$ cat config.mk
export PLATFORM = sky130hd
export DESIGN_NAME = serial_subtractor_flat
export DESIGN_NICKNAME = d
export VERILOG_FILES = /design/src/rtl/serial_subtractor_if.sv /design/src/rtl/serial_subtractor.sv /design/src/flat_wrapper.sv
export SDC_FILE = /design/constraint.sdc
export NUM_CORES = 1
export LEC_CHECK = 0
export CAP_MARGIN = 20
export CORE_UTILIZATION = 35
export DETAILED_ROUTE_END_ITERATION = 10
export PLACE_DENSITY = 0.56
export SYNTH_ARGS = -nofsm -noshare
export SYNTH_HDL_FRONTEND = slang
export SYNTH_SLANG_ARGS = --single-unit
$ cat constraint.sdc
create_clock -name CLK -period 4.5 [get_ports CLK]
set_input_delay 1.125 -clock CLK [delete_from_list [all_inputs] [get_ports CLK]]
set_output_delay 1.125 -clock CLK [all_outputs]
set_load 0.005 [all_outputs]
$ cat src/rtl/serial_subtractor_if.sv
// Handshake and data bundle for serial_subtractor.
// The master drives operands and consumes results; the slave is the subtractor.
interface serial_subtractor_if #(
    parameter int WIDTH = 8
);
    logic             In_Valid;
    logic             In_Ready;
    logic [WIDTH-1:0] A;
    logic [WIDTH-1:0] B;
    logic             Bin;
    logic             Out_Valid;
    logic             Out_Ready;
    logic [WIDTH-1:0] Diff;
    logic             Borrow;
    logic             Zero;
    logic             Ovf;

    modport master (
        output In_Valid, A, B, Bin, Out_Ready,
        input  In_Ready, Out_Valid, Diff, Borrow, Zero, Ovf
    );

    modport slave (
        input  In_Valid, A, B, Bin, Out_Ready,
        output In_Ready, Out_Valid, Diff, Borrow, Zero, Ovf
    );
endinterface

$ cat src/rtl/serial_subtractor.sv
// Digit-serial unsigned subtractor: A - B - Bin, DIGIT bits per cycle, LSB first.
// Result and flags are registered and held until the consumer accepts them.
module serial_subtractor #(
    parameter int WIDTH = 8,
    parameter int DIGIT = 1
) (
    input  logic              CLK,
    input  logic              RST,
    serial_subtractor_if.slave bus
);
    localparam int N  = WIDTH / DIGIT;
    localparam int CW = $clog2(N + 1);

    generate
        if (WIDTH < 2 || DIGIT < 1 || (WIDTH % DIGIT) != 0) begin : g_bad_param
            $error("serial_subtractor: WIDTH must be >= 2 and a multiple of DIGIT");
        end
    endgenerate

    typedef enum logic [1:0] {
        S_IDLE,
        S_RUN,
        S_DONE
    } state_t;

    state_t           state_q;
    logic [CW-1:0]    cnt_q;
    logic [WIDTH-1:0] a_q;
    logic [WIDTH-1:0] b_q;
    logic             brw_q;
    logic [WIDTH-1:0] diff_q;
    logic             borrow_q;
    logic             zero_q;
    logic             ovf_q;
    logic             rdy_q;
    logic             vld_q;

    int               idx;
    logic [DIGIT-1:0] a_dig;
    logic [DIGIT-1:0] b_dig;
    logic [DIGIT:0]   sub;
    logic [WIDTH-1:0] diff_d;
    logic             brw_d;
    logic             last;

    // Subtract the current digit and splice it into the running result.
    always_comb begin
        idx    = int'(cnt_q) * DIGIT;
        a_dig  = a_q[idx +: DIGIT];
        b_dig  = b_q[idx +: DIGIT];
        sub    = {1'b0, a_dig} - {1'b0, b_dig} - {{DIGIT{1'b0}}, brw_q};
        brw_d  = sub[DIGIT];
        diff_d = diff_q;
        diff_d[idx +: DIGIT] = sub[DIGIT-1:0];
        last   = (cnt_q == CW'(N - 1));
    end

    // Control FSM with registered handshake outputs, operand capture and flags.
    always_ff @(posedge CLK or posedge RST) begin
        if (RST) begin
            state_q  <= S_IDLE;
            cnt_q    <= '0;
            a_q      <= '0;
            b_q      <= '0;
            brw_q    <= 1'b0;
            diff_q   <= '0;
            borrow_q <= 1'b0;
            zero_q   <= 1'b0;
            ovf_q    <= 1'b0;
            rdy_q    <= 1'b0;
            vld_q    <= 1'b0;
        end else begin
            unique case (state_q)
                S_IDLE: begin
                    if (rdy_q && bus.In_Valid) begin
                        a_q     <= bus.A;
                        b_q     <= bus.B;
                        brw_q   <= bus.Bin;
                        cnt_q   <= '0;
                        rdy_q   <= 1'b0;
                        state_q <= S_RUN;
                    end else begin
                        // Ready comes up one cycle after reset release.
                        rdy_q <= 1'b1;
                    end
                end
                S_RUN: begin
                    diff_q <= diff_d;
                    brw_q  <= brw_d;
                    if (last) begin
                        cnt_q    <= '0;
                        vld_q    <= 1'b1;
                        borrow_q <= brw_d;
                        zero_q   <= (diff_d == '0);
                        ovf_q    <= (a_q[WIDTH-1] != b_q[WIDTH-1]) &&
                                    (diff_d[WIDTH-1] != a_q[WIDTH-1]);
                        state_q  <= S_DONE;
                    end else begin
                        cnt_q <= cnt_q + CW'(1);
                    end
                end
                S_DONE: begin
                    if (bus.Out_Ready) begin
                        vld_q   <= 1'b0;
                        rdy_q   <= 1'b1;
                        state_q <= S_IDLE;
                    end
                end
                default: begin
                    vld_q   <= 1'b0;
                    rdy_q   <= 1'b0;
                    state_q <= S_IDLE;
                end
            endcase
        end
    end

    assign bus.In_Ready  = rdy_q;
    assign bus.Out_Valid = vld_q;
    assign bus.Diff      = diff_q;
    assign bus.Borrow    = borrow_q;
    assign bus.Zero      = zero_q;
    assign bus.Ovf       = ovf_q;
endmodule

$ cat src/flat_wrapper.sv
// flat-port wrapper written by rule: the top's interface ports become plain ports
module serial_subtractor_flat 
#(
    parameter int WIDTH = 8,
    parameter int DIGIT = 1
)
  (CLK, RST, bus_In_Valid, bus_A, bus_B, bus_Bin, bus_Out_Ready, bus_In_Ready, bus_Out_Valid, bus_Diff, bus_Borrow, bus_Zero, bus_Ovf);
  serial_subtractor_if #(.WIDTH(WIDTH)) bus_i ();
  input  logic CLK;
  input  logic RST;
  input wire logic [$bits(bus_i.In_Valid)-1:0] bus_In_Valid;
  input wire logic [$bits(bus_i.A)-1:0] bus_A;
  input wire logic [$bits(bus_i.B)-1:0] bus_B;
  input wire logic [$bits(bus_i.Bin)-1:0] bus_Bin;
  input wire logic [$bits(bus_i.Out_Ready)-1:0] bus_Out_Ready;
  output wire logic [$bits(bus_i.In_Ready)-1:0] bus_In_Ready;
  output wire logic [$bits(bus_i.Out_Valid)-1:0] bus_Out_Valid;
  output wire logic [$bits(bus_i.Diff)-1:0] bus_Diff;
  output wire logic [$bits(bus_i.Borrow)-1:0] bus_Borrow;
  output wire logic [$bits(bus_i.Zero)-1:0] bus_Zero;
  output wire logic [$bits(bus_i.Ovf)-1:0] bus_Ovf;
  assign bus_i.In_Valid = bus_In_Valid;
  assign bus_i.A = bus_A;
  assign bus_i.B = bus_B;
  assign bus_i.Bin = bus_Bin;
  assign bus_i.Out_Ready = bus_Out_Ready;
  assign bus_In_Ready = bus_i.In_Ready;
  assign bus_Out_Valid = bus_i.Out_Valid;
  assign bus_Diff = bus_i.Diff;
  assign bus_Borrow = bus_i.Borrow;
  assign bus_Zero = bus_i.Zero;
  assign bus_Ovf = bus_i.Ovf;
  serial_subtractor #(.WIDTH(WIDTH), .DIGIT(DIGIT)) u_core (.CLK(CLK), .RST(RST), .bus(bus_i));
endmodule
=== After elaboration in Yosys (flattened, before gate mapping) ===
Index checks and enable logic that the tools add are counted.

* Add/sub/neg operators: 4
* Multiplexer cells: 16
* Shift-type cells: 4
* Bitwise logic cells: 2
* Reduce and logical (&&, ||, !) cells: 11
* Divide/modulo/power cells: 0
* Equality and inequality tests: 8
* Multiply operators: 0
* $lt $le $gt $ge: 0

{| class="wikitable"
|+ Operators with widths
! operator !! number
|-
| $neg 4->33 || 1
|-
| $shift 1x33->8 const A || 1
|-
| $shiftx 1x33->8 || 1
|-
| $shiftx 8x5->1 || 2
|-
| $bwmux 8 || 1
|-
| $logic_not 8->1 || 1
|-
| $mux 4 || 2
|-
| $pmux 4 s2 || 1
|-
| $reduce_and 2->1 || 4
|-
| $mux 2 || 3
|-
| $pmux 1 s3 || 2
|-
| $pmux 2 s3 || 1
|-
| $reduce_and 3->1 || 2
|-
| $mux 1 || 5
|-
| $add 4x1->4 const B || 1
|-
| $eq 4x3->1 const B || 1
|-
| $ne 2x1->1 const B || 2
|-
| $eq 2x1->1 const B || 1
|-
| $eq 2x2->1 const B || 1
|-
| $logic_and 1x1->1 || 2
|-
| $logic_not 2->1 || 1
|-
| $ne 1x1->1 || 2
|-
| $ne 2x2->1 const B || 1
|-
| $not 1->1 || 2
|-
| 4 further kinds || 4
|}

* Memories: 0
* Bits in latches: 0
* Register bits: 36
* Input bits: 21
* Bits in writable memories: 0
* Bits in read-only memories: 0
* Logic and storage cells: 56
* Output and inout port bits: 13

=== Depth between registers and ports, before layout ===
Gate-level depths: netlist of the first run.

* Word-level depth: 7
* Depth in mapped cells: 11
* Gate-level depth less buffers: 9

=== Worst setup path after synthesis of the first run ===
OpenSTA, ideal clock, no wires.

* Kind: reg-to-reg
* Start point: reg u_core.cnt_q[0]
* End point: reg u_core.zero_q (netlist: u_core.bus.Zero)
* Cell stages (with the launch flop): 11
* Setup time: 0.125 ns
* Path slack: 1.772 ns
* Clock period less this slack: 2.728 ns
* Buffers on the path: 2
* Data required time: 4.375 ns
* Arrival: 2.603 ns
* Cells stage by stage: dfrtp_1 buf_6 buf_2 mux4_2 mux2i_1 nor2_1 fa_1 nand2_1 o221a_2 o211ai_1 o21ai_2

* Longest elaborated chain between the ends: 6
* Elaborated cells on any way between the ends: 11

{| class="wikitable"
|+ Ends and longest elaborated chain
! element !! RTL line !! source
|-
| start: declaration || serial_subtractor.sv:27 || <nowiki>logic [CW-1:0] cnt_q;</nowiki>
|-
| start signal: assignment || serial_subtractor.sv:99 || <nowiki>cnt_q <= cnt_q + CW'(1);</nowiki>
|-
| $shiftx 8x5->1, on equally long branches || serial_subtractor.sv:49, serial_subtractor.sv:50 ||
|-
| $sub 1x1->2 || serial_subtractor.sv:51 || <nowiki>sub = {1'b0, a_dig} - {1'b0, b_dig} - {{DIGIT{1'b0}}, brw_q};</nowiki>
|-
| $sub 2x1->2 || serial_subtractor.sv:51 ||
|-
| $shiftx 1x33->8 || serial_subtractor.sv:54 || <nowiki>diff_d[idx +: DIGIT] = sub[DIGIT-1:0];</nowiki>
|-
| $bwmux 8 || serial_subtractor.sv:54 ||
|-
| $logic_not 8->1 || serial_subtractor.sv:94 || <nowiki>zero_q <= (diff_d == '0);</nowiki>
|-
| end signal: assignment || serial_subtractor.sv:94 ||
|-
| end: declaration || serial_subtractor.sv:33 || <nowiki>logic zero_q;</nowiki>
|}

Parallel ways exist; a longest one is shown, timed or not.
A chain may end at the register's enable or synchronous reset.

=== Worst setup path after layout of the first run ===
* Start point: reg u_core.cnt_q[0]
* End point: reg u_core.ovf_q (netlist: u_core.bus.Ovf)

* Longest elaborated chain between the ends: 7
* Elaborated cells on any way between the ends: 12

{| class="wikitable"
|+ Ends and longest elaborated chain
! element !! RTL line !! source
|-
| $shiftx 8x5->1, on equally long branches || serial_subtractor.sv:49, serial_subtractor.sv:50 ||
|-
| $sub 1x1->2 || serial_subtractor.sv:51 ||
|-
| $sub 2x1->2 || serial_subtractor.sv:51 ||
|-
| $shiftx 1x33->8 || serial_subtractor.sv:54 ||
|-
| $bwmux 8 || serial_subtractor.sv:54 ||
|-
| $ne 1x1->1 || serial_subtractor.sv:96 || <nowiki>(diff_d[WIDTH-1] != a_q[WIDTH-1]);</nowiki>
|-
| $logic_and 1x1->1 || serial_subtractor.sv:95 || <nowiki>ovf_q <= (a_q[WIDTH-1] != b_q[WIDTH-1]) &&</nowiki>
|-
| end signal: assignment || serial_subtractor.sv:95 ||
|-
| end: declaration || serial_subtractor.sv:34 || <nowiki>logic ovf_q;</nowiki>
|}

Parallel ways exist; a longest one is shown, timed or not.

==> impl_metrics.ini, run 1 <==
[detailed_routing]
per_cell_via_count_in_the_routed_design = 5.26
routed-via-count = 1472
final_antenna_net_count = 0
drc_errors = 0
drt_pre_antenna_iters = 4
route.final.wire_length_um = 4250
drt_iter0_drc = 177
drt-wirelength-per-cell_um = 15.2

[yosys]
synthDistinctLibCells = 49
synth_fp_nets = 201
synthMuxAreaShare_pct = 17.7
synthSimpleGateAreaFrac_pct = 15.6
synth_compound_gate_area_share_pct = 12.7
synthesis.instances = 176
synth.yosys.seq_area_share_pct = 46.2
yosys_warnings = 0
post_synth_xor_area_fraction_pct = 1.35
postSynthRegisterBits = 36
synth-adder-area-share_pct = 2.95
synth-main-ff-cell = sky130_fd_sc_hd__dfrtp_1
ys_async_sr_fraction_pct = 100
syn_area_um2 = 1950
combinational_family_with_the_most_area_after_synthesis = multiplexers
synthesis.area_per_instance_um2 = 11.1
synth_edf_count = 0

[power]
cellInternalPower_w = 0.00107
report.power.total_w = 0.00181
power-per-cell-area_nw_per_um2 = 743
switching_share_pct = 40.8
seq_power_share_pct = 35.2
peak_supply_drop_uv = 270
p_leak_nw = 1.00
total_switching_power_w = 0.000740
clock_power_share_pct = 13.0
comb_power_share_pct = 51.8

[critical_path]
critical_path.max_fanout = 20
cp-start-kind = register
critical-path-top-delay-family = multiplexers
arrival_ns = 3.37
timing.reg2reg.worst_path_depth = 9
worst-path-buf-inv = 0
criticalPathCategory = register to register
cp_cell_sequence = mux4_1 -> mux2i_1 -> nor2_1 -> fa_1 -> nand2_1 -> a2111oi_0 -> nor2_1 -> mux2i_1 -> o21ai_1
worst-r2r-setup-slack_ns = 1.29
crit_slowest_cell = sky130_fd_sc_hd__dfrtp_1
worstSetupPathDepth = 9
critPathRequiredTime_ns = 4.66
slowest_delay_ns = 0.78
critical_path.endpoint_type = register

[cts]
clockRootBuffer = sky130_fd_sc_hd__clkbuf_8
htree_levels = 2
tritoncts_clock_tree = built
ctsLongestPathBuffers = 2
cts_setup_buffers = 0
cts-resized-gates = 0
clock_latency_ns = 0.29
hold_buffers = 0
cts_inserted_buffers = 5
cts.clk_slew.worst_paths_ns = 0.07
cts_sinks = 36

[grt]
groute.usage.overall_pct = 16.0
number_of_antenna_violations_at_the_first_check_in_global_routing = 0
grt_start_max_net_pins = 37
via_count_of_the_first_global_routing_pass = 1439
grt_pass1_wl_um = 7310
overflow = 0

[sta]
grt_setup_unrepaired = false
finalMaxSlewViolations = 0
tns_ns = 0
post-route-period-util_pct = 71.3
whs_ns = 0.493
max-slew-margin-rel_pct = 47.4
finalCriticalPeriod_ns = 3.21
hold_viol_final = 0
worstMarginPinSlew_ns = 0.769
clock.fmax_mhz = 312
setup-violations-final = 0
finClkSkew_ns = 0.00580

[floorplan]
core_region_area_um2 = 5240
die_h_um = 76.7
number_of_top_level_design_ports = 34
floorplan.die_area_um2 = 5880
floorplan.rows = 26
floorplan.die.width_um = 76.7
starting_utilization_of_the_core_area_pct = 37.3

[job]
maxCapViolations = 0

[min_path]
hold_path_depth = 2
hold_class = register to register

[placement]
gp_congestion = 0.859
numPortBuffers = 33
dpl-instance-area_um2 = 2350
post-dp-hpwl_um = 3130

[cells_and_area]
final_nets = 234
final_instance_area_um2 = 2440
syn_to_final_growth_pct = 24.9
fill_cells = 482
antennaDiodeCount = 0
post_route_cells_drive_above_1_share_pct = 14.8
post-route-util_pct = 46.5

[outcome]
status = completed
[metrics by stage]
step	instances	setup WS, ns
after floorplan	176	1.77
after global placement	272	1.43
after detailed placement	272	1.34
after CTS	280	1.31
after global routing	280	1.04
final	280	1.29
[worst register-to-register path, cell delays in order, from the launching register on]
cell                        delay (ns)
sky130_fd_sc_hd__dfrtp_1          0.78
sky130_fd_sc_hd__mux4_1           0.64
sky130_fd_sc_hd__mux2i_1          0.15
sky130_fd_sc_hd__nor2_1           0.07
sky130_fd_sc_hd__fa_1             0.62
sky130_fd_sc_hd__nand2_1          0.07
sky130_fd_sc_hd__a2111oi_0        0.33
sky130_fd_sc_hd__nor2_1           0.18
sky130_fd_sc_hd__mux2i_1          0.17
sky130_fd_sc_hd__o21ai_1          0.07
[power by group through the flow]
stage / sequential, W / clock, W / combinational [W]
2_1_floorplan: 0.000561 / 0 / 0.000717
3_3_place_gp: 0.000634 / 0 / 0.000903
3_5_place_dp: 0.000646 / 0 / 0.000933
4_1_cts: 0.000639 / 0.000244 / 0.000936
5_1_grt: 0.000669 / 0.000256 / 0.00103
6_report: 0.000638 / 0.000235 / 0.000939
[Yosys cell counts, types with 4 or more instances]
| cell type | n | area, um^2 |
|---|---|---|
| sky130_fd_sc_hd__nor2_1 | 11 | 41.3 |
| sky130_fd_sc_hd__mux2_2 | 17 | 191 |
| sky130_fd_sc_hd__nand2b_1 | 8 | 50.1 |
| sky130_fd_sc_hd__nor2b_1 | 4 | 25.0 |
| sky130_fd_sc_hd__o21ai_0 | 11 | 55.1 |
| sky130_fd_sc_hd__dfrtp_1 | 36 | 901 |
| sky130_fd_sc_hd__clkbuf_1 | 6 | 22.5 |
| sky130_fd_sc_hd__inv_1 | 7 | 26.3 |
| sky130_fd_sc_hd__nand2_1 | 17 | 63.8 |
[metal layers]
metal / wire [um] / track usage, % / vias to the layer above
li1: - / - / 710
met1: 1900 / 20.2 / 714
met2: 2100 / 26.3 / 42
met3: 188 / 3.81 / 6
met4: 57 / 6.35 / 0
met5: 0 / 0 / -
[placed cells by master, fill, tap and decap left out, types with 3 or more instances in the layout]
master and count:
sky130_fd_sc_hd__dfrtp_1 36, sky130_fd_sc_hd__mux2i_1 3, sky130_fd_sc_hd__nor2_1 11, sky130_fd_sc_hd__mux4_1 3, sky130_fd_sc_hd__clkbuf_8 6, sky130_fd_sc_hd__ha_1 3, sky130_fd_sc_hd__mux2_2 17, sky130_fd_sc_hd__o21ai_0 11
sky130_fd_sc_hd__clkdlybuf4s50_1 33, sky130_fd_sc_hd__inv_1 7, sky130_fd_sc_hd__nand2b_1 8, sky130_fd_sc_hd__nor4_1 3, sky130_fd_sc_hd__nand2_1 17, sky130_fd_sc_hd__nor2b_1 4, sky130_fd_sc_hd__o21ai_1 3
[flip-flops by register name (all words and copies together) (netlist names)]
| name | count |
|---|---|
| u_core.a_q | 8 |
| u_core.b_q | 8 |
| u_core.bus.Diff | 8 |
| u_core.cnt_q | 4 |
| u_core.state_q | 2 |
| u_core.brw_q | 1 |
| u_core.bus.Borrow | 1 |
| u_core.bus.In_Ready | 1 |
| u_core.bus.Out_Valid | 1 |
| u_core.bus.Ovf | 1 |
| u_core.bus.Zero | 1 |
[path summary, 6_finish.rpt]
path                              startpoint                 to
min in group asynchronous                RST      u_core.a_q[4]
max                          u_core.cnt_q[0]     u_core.bus.Ovf
max reg2reg                  u_core.cnt_q[0]     u_core.bus.Ovf
min reg2reg                u_core.bus.Borrow  u_core.bus.Borrow
max in group asynchronous                RST      u_core.a_q[5]
min                        u_core.bus.Borrow  u_core.bus.Borrow
[area by class of cell]
cell class | instances | area (um^2) | area share, %
Inverter | 7 | 26.3 | 1.08
Tap cell | 70 | 87.6 | 3.59
Clock buffer | 8 | 90.1 | 3.70
Timing Repair Buffer | 35 | 345 | 14.2
Multi-Input combinational cell | 124 | 987 | 40.5
Sequential cell | 36 | 901 | 37.0
[logic make-up (layout without fill, tap and decap cells)]
kind of cell,count (synthesis),in the layout
fa+ha+maj,4,4
compound gates,34,34
mux,26,26
buf+inv,16,50
flops,36,36
xor+xnor,3,3
simple gates,57,57
No activity file was read; power rests on OpenSTA's default activity.
==> run 2: changes to the inputs <==
==> constraint.sdc (replaced) <==
create_clock -name CLK -period 3.1 [get_ports CLK]
set_input_delay 0.775 -clock CLK [delete_from_list [all_inputs] [get_ports CLK]]
set_output_delay 0.775 -clock CLK [all_outputs]
set_load 0.005 [all_outputs]
==> run 2 against run 1 <==
  * Utilization grew 0.21 points
  * Power grew 45%
  * Largest cell class unchanged
  * Wire length shrank 1.7%
  * Clock power grew 51%
  * Critical path depth is the same
  * Via count shrank 1.2%
  * Clock-buffer cell count shrank 1
  * Non-clock buffer count grew 1
  * Cell count grew 0.36%
  * Critical endpoint unchanged
  * Register-to-register slack lost 0.98 ns
  * Final area grew 0.46%
  * Sequential share of layout area shrank 0.17 points
==> impl_metrics.ini, run 2 (synthesized netlist as in run 1, its figures left out) <==
[cts]
tritoncts_clock_tree = built
cts_sinks = 36
hold_buffers = 0
cts.clk_slew.worst_paths_ns = 0.08
ctsLongestPathBuffers = 2
clockRootBuffer = sky130_fd_sc_hd__clkbuf_8
clock_latency_ns = 0.28
cts_inserted_buffers = 5
cts-resized-gates = 0
htree_levels = 2
cts_setup_buffers = 0

[outcome]
status = completed

[job]
maxCapViolations = 0

[sta]
worstMarginPinSlew_ns = 0.726
hold_viol_final = 0
setup-violations-final = 0
finalMaxSlewViolations = 0
finClkSkew_ns = 0.00420
clock.fmax_mhz = 359
post-route-period-util_pct = 89.9
grt_setup_unrepaired = false
max-slew-margin-rel_pct = 50.4
tns_ns = 0
finalCriticalPeriod_ns = 2.79

[grt]
via_count_of_the_first_global_routing_pass = 1522
grt_start_max_net_pins = 37
number_of_antenna_violations_at_the_first_check_in_global_routing = 0
grt_pass1_wl_um = 7290
overflow = 0
groute.usage.overall_pct = 15.8

[cells_and_area]
fill_cells = 486
final_nets = 235
syn_to_final_growth_pct = 25.4
fin_cells = 281
antennaDiodeCount = 0
layout.cells.most_common_list = sky130_fd_sc_hd__dfrtp_1, sky130_fd_sc_hd__clkdlybuf4s50_1, sky130_fd_sc_hd__mux2_2, sky130_fd_sc_hd__nand2_1
post_route_cells_drive_above_1_share_pct = 15.6
mostFrequentLayoutCell = sky130_fd_sc_hd__dfrtp_1

[critical_path]
critPathRequiredTime_ns = 3.27
criticalPathCategory = register to register
cp_cell_sequence = mux4_1 -> mux2i_1 -> nor2_1 -> fa_1 -> nand2_1 -> a2111oi_0 -> nor2_1 -> mux2i_1 -> o21ai_1
cp-start-kind = register
crit_slowest_cell = sky130_fd_sc_hd__fa_1
critical_path.endpoint_type = register
arrival_ns = 2.95
launch_point_of_the_worst_path = u_core.cnt_q[0]
critical_path.reg2reg.startpoint = u_core.cnt_q[0]
slowest_delay_ns = 0.62
critical_path.max_fanout = 7

[detailed_routing]
per_cell_via_count_in_the_routed_design = 5.18
route.final.wire_length_um = 4180
drt_iter0_drc = 144
routed-via-count = 1455
drc_errors = 0
final_antenna_net_count = 0
drt_pre_antenna_iters = 4
drt-wirelength-per-cell_um = 14.9

[placement]
post-dp-hpwl_um = 3090
numPortBuffers = 33
dpl.cell_count = 273
gp_congestion = 0.842

[power]
peak_supply_drop_uv = 379
power-per-cell-area_nw_per_um2 = 1070
p_leak_nw = 1.01

[floorplan]
core_region_area_um2 = 5240
floorplan.die_area_um2 = 5880
floorplan.rows = 26
starting_utilization_of_the_core_area_pct = 37.3
floorplan.die.width_um = 76.7
number_of_top_level_design_ports = 34
die_h_um = 76.7

[min_path]
hold_class = register to register
launch_instance_of_the_worst_min_delay_path = u_core.bus.Zero
## run 2: worst max-delay path, delay by kind of cell (launching register included)
kind	cells	cell delay, ns
DFF	1	0.46
adders and majority gates	1	0.62
AOI/OAI and AO/OA	2	0.38
muxes	3	0.89
and+or+nand+nor	3	0.32
## run 2: path summary, 6_finish.rpt
kind | end | slack [ns] | cells after the start
min in group asynchronous | u_core.a_q[0] | 0.89 | 3
max in group asynchronous | u_core.brw_q | 1.87 | 3
setup reg to reg | u_core.bus.Ovf | 0.31 | 9
setup / recovery | u_core.bus.Ovf | 0.31 | 9
hold reg to reg | u_core.bus.Zero | 0.48 | 2
hold / removal | u_core.bus.Zero | 0.48 | 2
## run 2: power by group
group	leakage (nW)	switching (W)	total (W)	internal [W]
registers	0.442	0.000207	0.000898	0.000691
clock network	0.0445	0.000173	0.000354	0.000181
logic	0.521	0.000677	0.00137	0.000689
## run 2: metrics by stage
step                      area, um^2  util (%)  hold WS, ns  worst slack (ns)  power [W]
after floorplan                 1950         -        0.472             0.372    0.00186
after global placement          2350      45.0        0.472             0.399    0.00225
after detailed placement        2350      45.0        0.476             0.349    0.00228
after CTS                       2450      46.8        0.494             0.331    0.00264
after global routing            2450      46.8        0.534            0.0443    0.00286
final                           2450      46.8        0.482             0.314    0.00262
## run 2: per-layer routing
layer  vias up  GRT usage (%)  share of wire [%]
li1        715              -                  -
met1       707           19.5                 45
met2        31           27.6                 51
met3         2           3.21                2.9
met4         0           4.62               0.36
met5         -              0                  0
## run 2: cell type report
type	instances	area [um^2]	area share, %
multi-input cells	124	987	40.3
flip-flops and latches	36	901	36.8
repair buffers	36	353	14.4
well taps	70	87.6	3.58
clock buffers	7	86.3	3.53
inverters	7	26.3	1.07
clock inverters	1	7.51	0.307
